--- src/rtl/vip_bayer_bilinear_demosaic_8bit_if.sv ---
// Stream interface for the bilinear demosaic stage: 3x3 raw Bayer window with
// its frame/line/pixel strobes in, one interpolated RGB pixel with delayed
// strobes out.
interface vip_bayer_bilinear_demosaic_8bit_if;
  logic       per_frame_vsync;
  logic       per_frame_href;
  logic       per_frame_clken;
  logic [7:0] matrix_p11, matrix_p12, matrix_p13;
  logic [7:0] matrix_p21, matrix_p22, matrix_p23;
  logic [7:0] matrix_p31, matrix_p32, matrix_p33;
  logic       post_frame_vsync;
  logic       post_frame_href;
  logic       post_frame_clken;
  logic [7:0] post_img_red;
  logic [7:0] post_img_green;
  logic [7:0] post_img_blue;

  // Window source side (the 3x3 generator / a bench)
  modport master (
    output per_frame_vsync, per_frame_href, per_frame_clken,
    output matrix_p11, matrix_p12, matrix_p13,
    output matrix_p21, matrix_p22, matrix_p23,
    output matrix_p31, matrix_p32, matrix_p33,
    input  post_frame_vsync, post_frame_href, post_frame_clken,
    input  post_img_red, post_img_green, post_img_blue
  );

  // Demosaic side
  modport slave (
    input  per_frame_vsync, per_frame_href, per_frame_clken,
    input  matrix_p11, matrix_p12, matrix_p13,
    input  matrix_p21, matrix_p22, matrix_p23,
    input  matrix_p31, matrix_p32, matrix_p33,
    output post_frame_vsync, post_frame_href, post_frame_clken,
    output post_img_red, post_img_green, post_img_blue
  );
endinterface

--- src/rtl/vip_bayer_bilinear_demosaic_8bit.sv ---
// Bilinear Bayer demosaic: tracks the CFA phase of the window centre and
// produces one 8-bit RGB pixel per window, two clocks after the window arrives.
// Strobes travel through the same two registers so they stay aligned.
module vip_bayer_bilinear_demosaic_8bit #(
  parameter logic [1:0] BAYER_PATTERN = 2'd0  // 0=RGGB 1=GRBG 2=GBRG 3=BGGR
) (
  input logic                             clk,
  input logic                             rst_n,
  vip_bayer_bilinear_demosaic_8bit_if.slave bus
);

  localparam int DATA_W = 8;
  localparam int SUM2_W = DATA_W + 1;
  localparam int SUM4_W = DATA_W + 2;

  localparam logic [1:0] SITE_R  = 2'b00;
  localparam logic [1:0] SITE_GR = 2'b01;
  localparam logic [1:0] SITE_GB = 2'b10;
  localparam logic [1:0] SITE_B  = 2'b11;

  // Truncating averages; a mean of 8-bit samples never exceeds 255.
  function automatic logic [DATA_W-1:0] avg2(input logic [SUM2_W-1:0] sum);
    return sum[SUM2_W-1:1];
  endfunction

  function automatic logic [DATA_W-1:0] avg4(input logic [SUM4_W-1:0] sum);
    return sum[SUM4_W-1:2];
  endfunction

  logic       href_d, vsync_d;
  logic       col_odd, row_odd;
  logic       href_fall, vsync_rise, pix_en;
  logic [1:0] site;

  assign href_fall  = href_d & ~bus.per_frame_href;
  assign vsync_rise = bus.per_frame_vsync & ~vsync_d;
  assign pix_en     = bus.per_frame_clken & bus.per_frame_href;
  // Phase of the current pixel is the counter state before this clken updates it
  assign site       = {row_odd ^ BAYER_PATTERN[1], col_odd ^ BAYER_PATTERN[0]};

  // Phase tracking: column parity per pixel, row parity per line; vsync clear beats href toggle
  always_ff @(posedge clk or negedge rst_n) begin
    if (!rst_n) begin
      href_d  <= 1'b0;
      vsync_d <= 1'b0;
      col_odd <= 1'b0;
      row_odd <= 1'b0;
    end else begin
      href_d  <= bus.per_frame_href;
      vsync_d <= bus.per_frame_vsync;
      if (href_fall)
        col_odd <= 1'b0;
      else if (pix_en)
        col_odd <= ~col_odd;
      if (vsync_rise)
        row_odd <= 1'b0;
      else if (href_fall)
        row_odd <= ~row_odd;
    end
  end

  // ---- stage 1: neighbourhood sums, centre sample, site and strobes ----
  logic [SUM4_W-1:0] cross_p1, corner_p1;
  logic [SUM2_W-1:0] horiz_p1, vert_p1;
  logic [DATA_W-1:0] p22_p1;
  logic [1:0]        site_p1;
  logic              vsync_p1, href_p1, vld_p1;

  // Stage 1 registers every clock; data is simply don't-care when clken is low
  always_ff @(posedge clk or negedge rst_n) begin
    if (!rst_n) begin
      cross_p1  <= '0;
      corner_p1 <= '0;
      horiz_p1  <= '0;
      vert_p1   <= '0;
      p22_p1    <= '0;
      site_p1   <= SITE_R;
      vsync_p1  <= 1'b0;
      href_p1   <= 1'b0;
      vld_p1    <= 1'b0;
    end else begin
      cross_p1  <= SUM4_W'(bus.matrix_p12) + SUM4_W'(bus.matrix_p21)
                 + SUM4_W'(bus.matrix_p23) + SUM4_W'(bus.matrix_p32);
      corner_p1 <= SUM4_W'(bus.matrix_p11) + SUM4_W'(bus.matrix_p13)
                 + SUM4_W'(bus.matrix_p31) + SUM4_W'(bus.matrix_p33);
      horiz_p1  <= SUM2_W'(bus.matrix_p21) + SUM2_W'(bus.matrix_p23);
      vert_p1   <= SUM2_W'(bus.matrix_p12) + SUM2_W'(bus.matrix_p32);
      p22_p1    <= bus.matrix_p22;
      site_p1   <= site;
      vsync_p1  <= bus.per_frame_vsync;
      href_p1   <= bus.per_frame_href;
      vld_p1    <= bus.per_frame_clken;
    end
  end

  // ---- stage 2: per-site channel selection into the output registers ----
  // Stage 2 picks native sample or neighbour average for each channel
  always_ff @(posedge clk or negedge rst_n) begin
    if (!rst_n) begin
      bus.post_frame_vsync <= 1'b0;
      bus.post_frame_href  <= 1'b0;
      bus.post_frame_clken <= 1'b0;
      bus.post_img_red     <= '0;
      bus.post_img_green   <= '0;
      bus.post_img_blue    <= '0;
    end else begin
      bus.post_frame_vsync <= vsync_p1;
      bus.post_frame_href  <= href_p1;
      bus.post_frame_clken <= vld_p1;
      case (site_p1)
        SITE_R: begin
          bus.post_img_red   <= p22_p1;
          bus.post_img_green <= avg4(cross_p1);
          bus.post_img_blue  <= avg4(corner_p1);
        end
        SITE_GR: begin
          bus.post_img_red   <= avg2(horiz_p1);
          bus.post_img_green <= p22_p1;
          bus.post_img_blue  <= avg2(vert_p1);
        end
        SITE_GB: begin
          bus.post_img_red   <= avg2(vert_p1);
          bus.post_img_green <= p22_p1;
          bus.post_img_blue  <= avg2(horiz_p1);
        end
        default: begin
          bus.post_img_red   <= avg4(corner_p1);
          bus.post_img_green <= avg4(cross_p1);
          bus.post_img_blue  <= p22_p1;
        end
      endcase
    end
  end

endmodule

--- src/flat_wrapper.sv ---
// flat-port wrapper written by rule: the top's interface ports become plain ports
module vip_bayer_bilinear_demosaic_8bit_flat 
#(
  parameter logic [1:0] BAYER_PATTERN = 2'd0                                
)
  (clk, rst_n, bus_per_frame_vsync, bus_per_frame_href, bus_per_frame_clken, bus_matrix_p11, bus_matrix_p12, bus_matrix_p13, bus_matrix_p21, bus_matrix_p22, bus_matrix_p23, bus_matrix_p31, bus_matrix_p32, bus_matrix_p33, bus_post_frame_vsync, bus_post_frame_href, bus_post_frame_clken, bus_post_img_red, bus_post_img_green, bus_post_img_blue);
  vip_bayer_bilinear_demosaic_8bit_if bus_i ();
  input logic clk;
  input logic rst_n;
  input wire logic [$bits(bus_i.per_frame_vsync)-1:0] bus_per_frame_vsync;
  input wire logic [$bits(bus_i.per_frame_href)-1:0] bus_per_frame_href;
  input wire logic [$bits(bus_i.per_frame_clken)-1:0] bus_per_frame_clken;
  input wire logic [$bits(bus_i.matrix_p11)-1:0] bus_matrix_p11;
  input wire logic [$bits(bus_i.matrix_p12)-1:0] bus_matrix_p12;
  input wire logic [$bits(bus_i.matrix_p13)-1:0] bus_matrix_p13;
  input wire logic [$bits(bus_i.matrix_p21)-1:0] bus_matrix_p21;
  input wire logic [$bits(bus_i.matrix_p22)-1:0] bus_matrix_p22;
  input wire logic [$bits(bus_i.matrix_p23)-1:0] bus_matrix_p23;
  input wire logic [$bits(bus_i.matrix_p31)-1:0] bus_matrix_p31;
  input wire logic [$bits(bus_i.matrix_p32)-1:0] bus_matrix_p32;
  input wire logic [$bits(bus_i.matrix_p33)-1:0] bus_matrix_p33;
  output wire logic [$bits(bus_i.post_frame_vsync)-1:0] bus_post_frame_vsync;
  output wire logic [$bits(bus_i.post_frame_href)-1:0] bus_post_frame_href;
  output wire logic [$bits(bus_i.post_frame_clken)-1:0] bus_post_frame_clken;
  output wire logic [$bits(bus_i.post_img_red)-1:0] bus_post_img_red;
  output wire logic [$bits(bus_i.post_img_green)-1:0] bus_post_img_green;
  output wire logic [$bits(bus_i.post_img_blue)-1:0] bus_post_img_blue;
  assign bus_i.per_frame_vsync = bus_per_frame_vsync;
  assign bus_i.per_frame_href = bus_per_frame_href;
  assign bus_i.per_frame_clken = bus_per_frame_clken;
  assign bus_i.matrix_p11 = bus_matrix_p11;
  assign bus_i.matrix_p12 = bus_matrix_p12;
  assign bus_i.matrix_p13 = bus_matrix_p13;
  assign bus_i.matrix_p21 = bus_matrix_p21;
  assign bus_i.matrix_p22 = bus_matrix_p22;
  assign bus_i.matrix_p23 = bus_matrix_p23;
  assign bus_i.matrix_p31 = bus_matrix_p31;
  assign bus_i.matrix_p32 = bus_matrix_p32;
  assign bus_i.matrix_p33 = bus_matrix_p33;
  assign bus_post_frame_vsync = bus_i.post_frame_vsync;
  assign bus_post_frame_href = bus_i.post_frame_href;
  assign bus_post_frame_clken = bus_i.post_frame_clken;
  assign bus_post_img_red = bus_i.post_img_red;
  assign bus_post_img_green = bus_i.post_img_green;
  assign bus_post_img_blue = bus_i.post_img_blue;
  vip_bayer_bilinear_demosaic_8bit #(.BAYER_PATTERN(BAYER_PATTERN)) u_core (.clk(clk), .rst_n(rst_n), .bus(bus_i));
endmodule
--- config.mk ---
export PLATFORM = sky130hd
export DESIGN_NAME = vip_bayer_bilinear_demosaic_8bit_flat
export DESIGN_NICKNAME = d
export VERILOG_FILES = /design/src/rtl/vip_bayer_bilinear_demosaic_8bit_if.sv /design/src/rtl/vip_bayer_bilinear_demosaic_8bit.sv /design/src/flat_wrapper.sv
export SDC_FILE = /design/constraint.sdc
export NUM_CORES = 1
export LEC_CHECK = 0
export ABC_CLOCK_PERIOD_IN_PS = 1300
export CORE_MARGIN = 3
export CORE_UTILIZATION = 58
export DETAILED_ROUTE_END_ITERATION = 16
export DONT_BUFFER_PORTS = 1
export PLACE_DENSITY = 0.86
export SYNTH_ARGS = -nofsm -noshare
export SYNTH_HDL_FRONTEND = slang
export SYNTH_SLANG_ARGS = --single-unit
export TNS_END_PERCENT = 50
--- constraint.sdc ---
create_clock -name clk -period 1.3 [get_ports clk]
set_input_delay 0.39 -clock clk [delete_from_list [all_inputs] [get_ports clk]]
set_output_delay 0.39 -clock clk [all_outputs]
set_load 0.02 [all_outputs]
==> metrics.md, run 1 <==
| Metric | Value |
|---|---|
| Run status | finished, violations left |
| Failing checks | negative hold slack, negative setup slack |
| CP Max Fanout | 4 |
| Primary FF master, synth | dfrtp_1 |
| DP Worst Slack | -1.81 ns |
| H-tree levels | 3 |
| Critical Path Start Type | input pin |
| DRT Pass-1 Iters | 7 |
| Crit-path cells | ha_4 > inv_2 > fa_2 > nor2b_2 > o21ai_2 > a21oi_2 > a211oi_2 > xor2_1 > fa_1 > inv_2 > ha_4 > a21oi_4 > nand2_1 > a221oi_2 > xnor2_1 |
| Largest net degree at the start of global routing | 75 |
| Core area | between 0.007 and 0.008 mm2 |
| Sequential area share after synthesis | 39.5% |
| Critical path type | input pin to flip-flop |
| Worst path slowest cell | fa_1 |
| Top cells by area, synth | dfrtp_1 (39%), ha_1 (13%), fa_1 (8.5%) |
| P_int | 6.66 mW |
| Max incr delay on CP | about 0.5 ns |
| Rel. slew slack | roughly two thirds |
| Pwr Density | 1690 mW/mm2 |
| IO Count | ~100 |
| Fin crit share | 215% |
| Antenna diode count | 0 |
| FMAX | 358 MHz |
| Share of power burned in registers | 36.4% |
| Port Buf Inserts | 0 |
| Final RePlAce weighted congestion | approximately 0.84 |
| Final Util | between 80% and 90% |
| NetSw | roughly 4.2 mW |
| Finished Layout Cells | 656 |
| RSZ-0062 raised after global routing | true |
| Global-route wire length before repair | roughly 20000 um |
| Num CTS Buffers | 9 |
| Worst-Skew Late Latency | roughly 0.35 ns |
| Antenna violations before repair | 0 |
| Worst Setup SP | bus_matrix_p13[0] |
| Synthesized area | approximately 0.0047 mm2 |
| Maximum root-to-sink buffer count | 2 |
| Most frequent cells in the layout | buf_4 (81), inv_1 (75), dfrtp_1 (74) |
| Arrival @ worst endpoint | 3.07 ns |
| Synth-to-Final Area Change | 37.4% |
| Layout cells sized above 1 | 39.2% |
| Design Area, Final | ~0.0064 mm2 |
| IR drop worst, VDD | around 0.7 mV |
| CTS Sinks | 74 |
| Most common cell after layout, fill and taps aside | buf_4 |
| Min-Delay Path Class | input pin to async pin |
| Vias | about 4000 |
| ANT nets after route | 0 |
| Grt ovf | 0 |
| Final setup vio count | between 40 and 50 |
| Setup Total Neg Slack | -23.83 ns |
| CP required | approximately 1.6 ns |
| WHS | -0.274 ns |
| Final Skew | 0.00630 ns |
| # nets final | 696 |
| Ys Warns | 0 |
| Synth cell types | 41 |
| Reg-to-reg critical path startpoint | u_core.site_p1[1] |
| CTS tree | yes |
| Post-Syn Instances | 444 |
| Post-DR vias/cell | 5.96 |
| CTS clk-pin slew, worst paths | around 0.080 ns |
| Syn nets | roughly 600 |
| Max Slew Vio Count | 0 |
| Hold Violations, Final | 74 |
| Area post-placement | ~0.0056 mm2 |
| Die area | a little over 0.009 mm2 |
| Comb pwr share | a little under half |
| #FFs+latches synth | 74 |
| Crit path time final | 2.79 ns |
| Clk pwr share | approximately 17% |
| Initial DRC count | 399 |
| Leakage | slightly above 3 nW |
| Total Routed Length | between 10000 and 15000 um |
| DP HPWL | 8850 um |
| Die height | approximately 96 um |
| Mapped Avg Cell Area | 10.6 um2 |
| CTS root buffer | clkbuf_8 |
| Drt drc | 0 |
| Worst slew pin tran | about 0.48 ns |
| Initial core utilization | around 60% |
| Total GRT Usage | between 20 and 30% |
| Synth top area share | between 30% and 40% |
| DP Cell Count | around 600 |
| Final worst slack | -1.49 ns |
| Wirelength per Cell | approximately 22 um |
| Die W | between 90 and 100 um |
| Rows | 32 |
| Max-cap violations | 0 |
| EDFF count, synth | 0 |
| Crit end category | flip-flop |
| Asr flop ratio synth | 100% |
| Synth area leader | dfrtp_1 |
| Net Sw Frac | 38.9% |
| Vias in the first global route | ~4000 |
[worst max-delay path, delay by kind of cell]
family	cells	cell delay, ns
and+or+nand+nor	2	0.27
xor gates and xnor gates	2	0.30
AOI/OAI and AO/OA	5	0.76
adders and majority gates	4	1.25
buffers and inverters	2	0.09
[registers in the layout (all words and copies together) (netlist names)]
| register | flops |
|---|---|
| u_core.bus.post_frame_clken | 1 |
| u_core.bus.post_img_blue | 8 |
| u_core.bus.post_frame_vsync | 1 |
| u_core.href_d | 1 |
| u_core.bus.post_frame_href | 1 |
| u_core.corner_p1 | 8 |
| u_core.bus.post_img_red | 8 |
| u_core.row_odd | 1 |
| u_core.bus.post_img_green | 8 |
| u_core.cross_p1 | 8 |
| u_core.vsync_d | 1 |
| u_core.site_p1 | 2 |
| u_core.vld_p1 | 1 |
| u_core.horiz_p1 | 8 |
| u_core.col_odd | 1 |
| u_core.vert_p1 | 8 |
| u_core.p22_p1 | 8 |
[per-layer routing]
layer	global-route usage, %	vias up	wire length (um)
met5	0	-	0
met4	11.6	0	388
met3	6.02	42	1010
met2	52.5	209	7550
met1	34.1	1946	5420
li1	-	1713	-
[power by group through the flow]
stage	logic [mW]	clock network [mW]	registers, mW
6_report	5.11	1.82	3.97
2_1_floorplan	2.55	0	3.76
3_5_place_dp	3.76	0	3.94
5_1_grt	5.47	1.91	4.03
3_3_place_gp	3.55	0	3.89
4_1_cts	4.32	1.79	3.91
[metrics by stage]
step / total power, mW / hold slack [ns]
floorplan: 6.31 / 0.0944
global placement: 7.44 / 0.0958
detailed placement: 7.70 / 0.0960
CTS: 10.0 / -0.282
global route: 11.4 / -0.292
finish: 10.9 / -0.274
[worst paths after layout]
kind / endpoint / slack (ns) / cells after the start
min: u_core.bus.post_img_blue[6] / -0.27 / 0
max: u_core.corner_p1[8] / -1.49 / 15
min reg2reg: u_core.bus.post_frame_clken / 0.37 / 0
max reg2reg: u_core.bus.post_img_blue[3] / -0.40 / 5
max in group asynchronous: u_core.p22_p1[4] / 1.48 / 0
min in group clk: u_core.p22_p1[5] / 0.06 / 0
[repair_timing]
action / in CTS / in global routing
endpoints found under the hold margin: 74 / 74
pin swaps: 15 / 31
setup endpoints to repair: 43 / 46
setup buffers: 21 / 15
gates resized for setup: 42 / 41
[layout make-up]
| cell class | count | area (um2) |
|---|---|---|
| timing repair buffer | 100 | 838 |
| inverter | 86 | 323 |
| sequential | 74 | 1850 |
| clock buffer | 9 | 124 |
| fill | 372 | 1360 |
| multi-input combinational | 278 | 3110 |
| tap | 102 | 128 |
| clock inverter | 7 | 77.6 |
[cells in the mapped netlist (2+ instances only)]
cell type / instances
o21ai_1: 4
inv_1: 86
mux2i_1: 16
nand3b_1: 2
o211ai_1: 2
clkbuf_1: 5
a21oi_1: 23
o21ai_0: 4
dfrtp_1: 74
a21o_1: 10
nor2b_1: 5
a211oi_1: 5
nand4_1: 2
nand2_1: 19
mux2_2: 8
fa_1: 20
xnor2_1: 20
a21oi_2: 2
nor2_1: 12
a222oi_1: 16
xor2_1: 17
nor4_1: 2
or3_1: 2
nor3_1: 13
o21bai_1: 2
nand3_1: 9
ha_1: 50
[kinds of logic (layout without fill, tap and decap cells)]
kind of cell / Yosys count / count (layout) / share of synthesized area [%]
flip-flops: 74 / 74 / 39.5
AO/OA/AOI/OAI: 74 / 74 / 11.2
adder cells (fa/ha/maj): 70 / 70 / 21.9
XOR/XNOR: 37 / 37 / 6.91
AND/OR/NAND/NOR: 73 / 73 / 7.81
buffers and inverters: 92 / 202 / 7.39
multiplexers: 24 / 24 / 5.33
Note: power is estimated with default switching activity, not from simulation.
==> run 2, diff against run 1 <==
Settings changed: SLEW_MARGIN from default to 20.
==> results of run 2 <==
Final layout, timing and power as in run 1 (identical DEF).
==> run 3, diff against run 2 <==
Settings changed: CORE_UTILIZATION 58 to 30, GPL_ROUTABILITY_DRIVEN from default to 0, PLACE_DENSITY 0.86 to 0.55.
==> metrics.md, run 3 (same netlist as run 1, synthesis figures left out) <==
| Metric | Value |
|---|---|
| Run status | finished, violations left |
| Failing checks | negative hold slack, negative setup slack |
| Most frequent cells in the layout | inv_1 (78), dfrtp_1 (74), buf_4 (70) |
| Wirelength per Cell | 15.1 um (-31%) |
| Vias in the first global route | 3680 (-8.4%) |
| H-tree levels | 3 (unchanged) |
| Leakage | 3.06 nW (-1.3%) |
| Design Area, Final | 0.00661 mm2 (+2.5%) |
| Initial DRC count | 249 (-38%) |
| DP Worst Slack | -1.81 ns (-0.00688 ns) |
| Hold Violations, Final | 74 (unchanged) |
| Critical Path Start Type | input pin |
| DRT Pass-1 Iters | 5 (-2) |
| CP required | 1.51 ns (-0.07 ns) |
| CTS Sinks | 74 (unchanged) |
| Total Routed Length | 11400 um (-21%) |
| Most common cell after layout, fill and taps aside | inv_1 |
| Synth-to-Final Area Change | 40.9% |
| FMAX | 362 MHz (+0.92%) |
| CTS clk-pin slew, worst paths | 0.06 ns (-0.02 ns) |
| Largest net degree at the start of global routing | 75 (unchanged) |
| CTS tree | yes |
| Arrival @ worst endpoint | 2.98 ns (-0.09 ns) |
| Final setup vio count | 44 (unchanged) |
| Final Skew | 0.00449 ns (-0.00181 ns) |
| Core area | 0.0153 mm2 (+95%) |
| Area post-placement | 0.00578 mm2 (+2.6%) |
| Critical path type | input pin to flip-flop |
| RSZ-0062 raised after global routing | true |
| Total GRT Usage | 13.2% (-16 points) |
| CP Max Fanout | 2 (-2) |
| Layout cells sized above 1 | 36.5% (-2.6 points) |
| Antenna diode count | 0 (unchanged) |
| Grt ovf | 0 (unchanged) |
| Die height | 131 um (+37%) |
| Drt drc | 0 (unchanged) |
| Maximum root-to-sink buffer count | 2 (unchanged) |
| Rel. slew slack | 78.7% (+11 points) |
| DP HPWL | 9090 um (+2.6%) |
| Global-route wire length before repair | 17800 um (-12%) |
| Die area | 0.0172 mm2 (+87%) |
| ANT nets after route | 0 (unchanged) |
| Worst-Skew Late Latency | 0.32 ns (-0.03 ns) |
| Vias | 3455 (-12%) |
| Port Buf Inserts | 0 (unchanged) |
| Antenna violations before repair | 0 (unchanged) |
| # nets final | 685 (-1.6%) |
| Final Util | 43.3% (-39 points) |
| WHS | -0.236 ns (+0.0376 ns) |
| Min-Delay Path Class | input pin to async pin |
| Final worst slack | -1.46 ns (+0.0255 ns) |
| Crit end category | flip-flop |
| Die W | 131 um (+37%) |
| IO Count | 104 (unchanged) |
| Pwr Density | 1680 mW/mm2 (-0.86%) |
| Fin crit share | 213% (-2.0 points) |
| IR drop worst, VDD | 0.743 mV (+6.5%) |
| Post-DR vias/cell | 4.59 (-23%) |
| Worst slew pin tran | 0.320 ns (-0.160 ns) |
| Crit path time final | 2.76 ns (-0.0255 ns) |
| CTS root buffer | clkbuf_16 |
| Initial core utilization | 30.8% (-29 points) |
| Rows | 45 (+41%) |
| Num CTS Buffers | 9 (unchanged) |
| Max Slew Vio Count | 0 (unchanged) |
| Max-cap violations | 0 (unchanged) |
## run 3: changes by cell type in the layout (fill, tap and decap cells not counted), moves of 7 or more
cell,before,now
buf_4,81,70
clkbuf_16,0,9
clkbuf_8,9,1
mux2_2,1,8
mux2_4,7,0
## run 3: path summary, 6_finish.rpt
path                                    from                     endpoint  slack, ns  depth (start not counted)
setup / recovery           bus_matrix_p13[0]          u_core.corner_p1[9]      -1.46                         14
hold / removal                         rst_n           u_core.cross_p1[7]      -0.24                          0
setup reg to reg           u_core.site_p1[1]  u_core.bus.post_img_blue[7]      -0.14                          5
hold reg to reg                u_core.vld_p1  u_core.bus.post_frame_clken       0.35                          0
max in group asynchronous              rst_n  u_core.bus.post_img_blue[7]       1.41                          0
min in group clk           bus_matrix_p22[0]             u_core.p22_p1[0]       0.09                          0
## run 3: what timing repair did
item,4_1_cts,5_1_grt
endpoints found under the hold margin,74,74
buffers inserted,10,11
resized for setup,30,35
pin swaps,13,33
setup endpoints to repair,44,47
## run 3: area by class of cell
cell class,instances,area (um2)
Fill cell,1433,8650
Multi-Input combinational cell,278,3090
Sequential cell,74,1850
Timing Repair Buffer,89,766
Inverter,86,323
Tap cell,211,264
Clock buffer,11,243
Clock inverter,4,76.3
## run 3: through the flow
stage | instances | power, mW | hold slack [ns] | setup TNS (ns)
6_report | 753 | 11.1 | -0.236 | -21.46
5_1_grt | 753 | 11.8 | -0.250 | -24.86
4_1_cts | 744 | 10.7 | -0.248 | -19.98
3_5_place_dp | 720 | 7.75 | 0.0965 | -30.50
3_3_place_gp | 720 | 7.66 | 0.0974 | -29.73
2_1_floorplan | 444 | 6.31 | 0.0944 | -22.66
## run 3: power breakdown
| part | switching, mW | internal [mW] | leakage [nW] | total (mW) |
|---|---|---|---|---|
| registers | 0.848 | 3.06 | 0.879 | 3.91 |
| logic | 2.06 | 2.53 | 2.03 | 4.59 |
| clock network | 0.857 | 1.72 | 0.152 | 2.58 |
| total | 3.77 | 7.31 | 3.06 | 11.1 |
## run 3: worst max-delay path, cell delays in order
cell     delay [ns]
ha_4           0.12
inv_2          0.03
fa_2           0.35
buf_6          0.13
buf_6          0.10
xor2_2         0.16
fa_1           0.49
inv_2          0.06
fa_2           0.35
a21o_1         0.19
a21oi_4        0.18
o21ai_4        0.10
a21o_1         0.16
a21o_1         0.15
## run 3: metal layers
metal | track usage [%] | up-vias | share of wire, %
met5 | 0 | - | 0
met4 | 3.45 | 0 | 1.3
met3 | 3.57 | 14 | 6.7
met2 | 22.2 | 92 | 51
met1 | 16.9 | 1668 | 41
li1 | - | 1681 | -
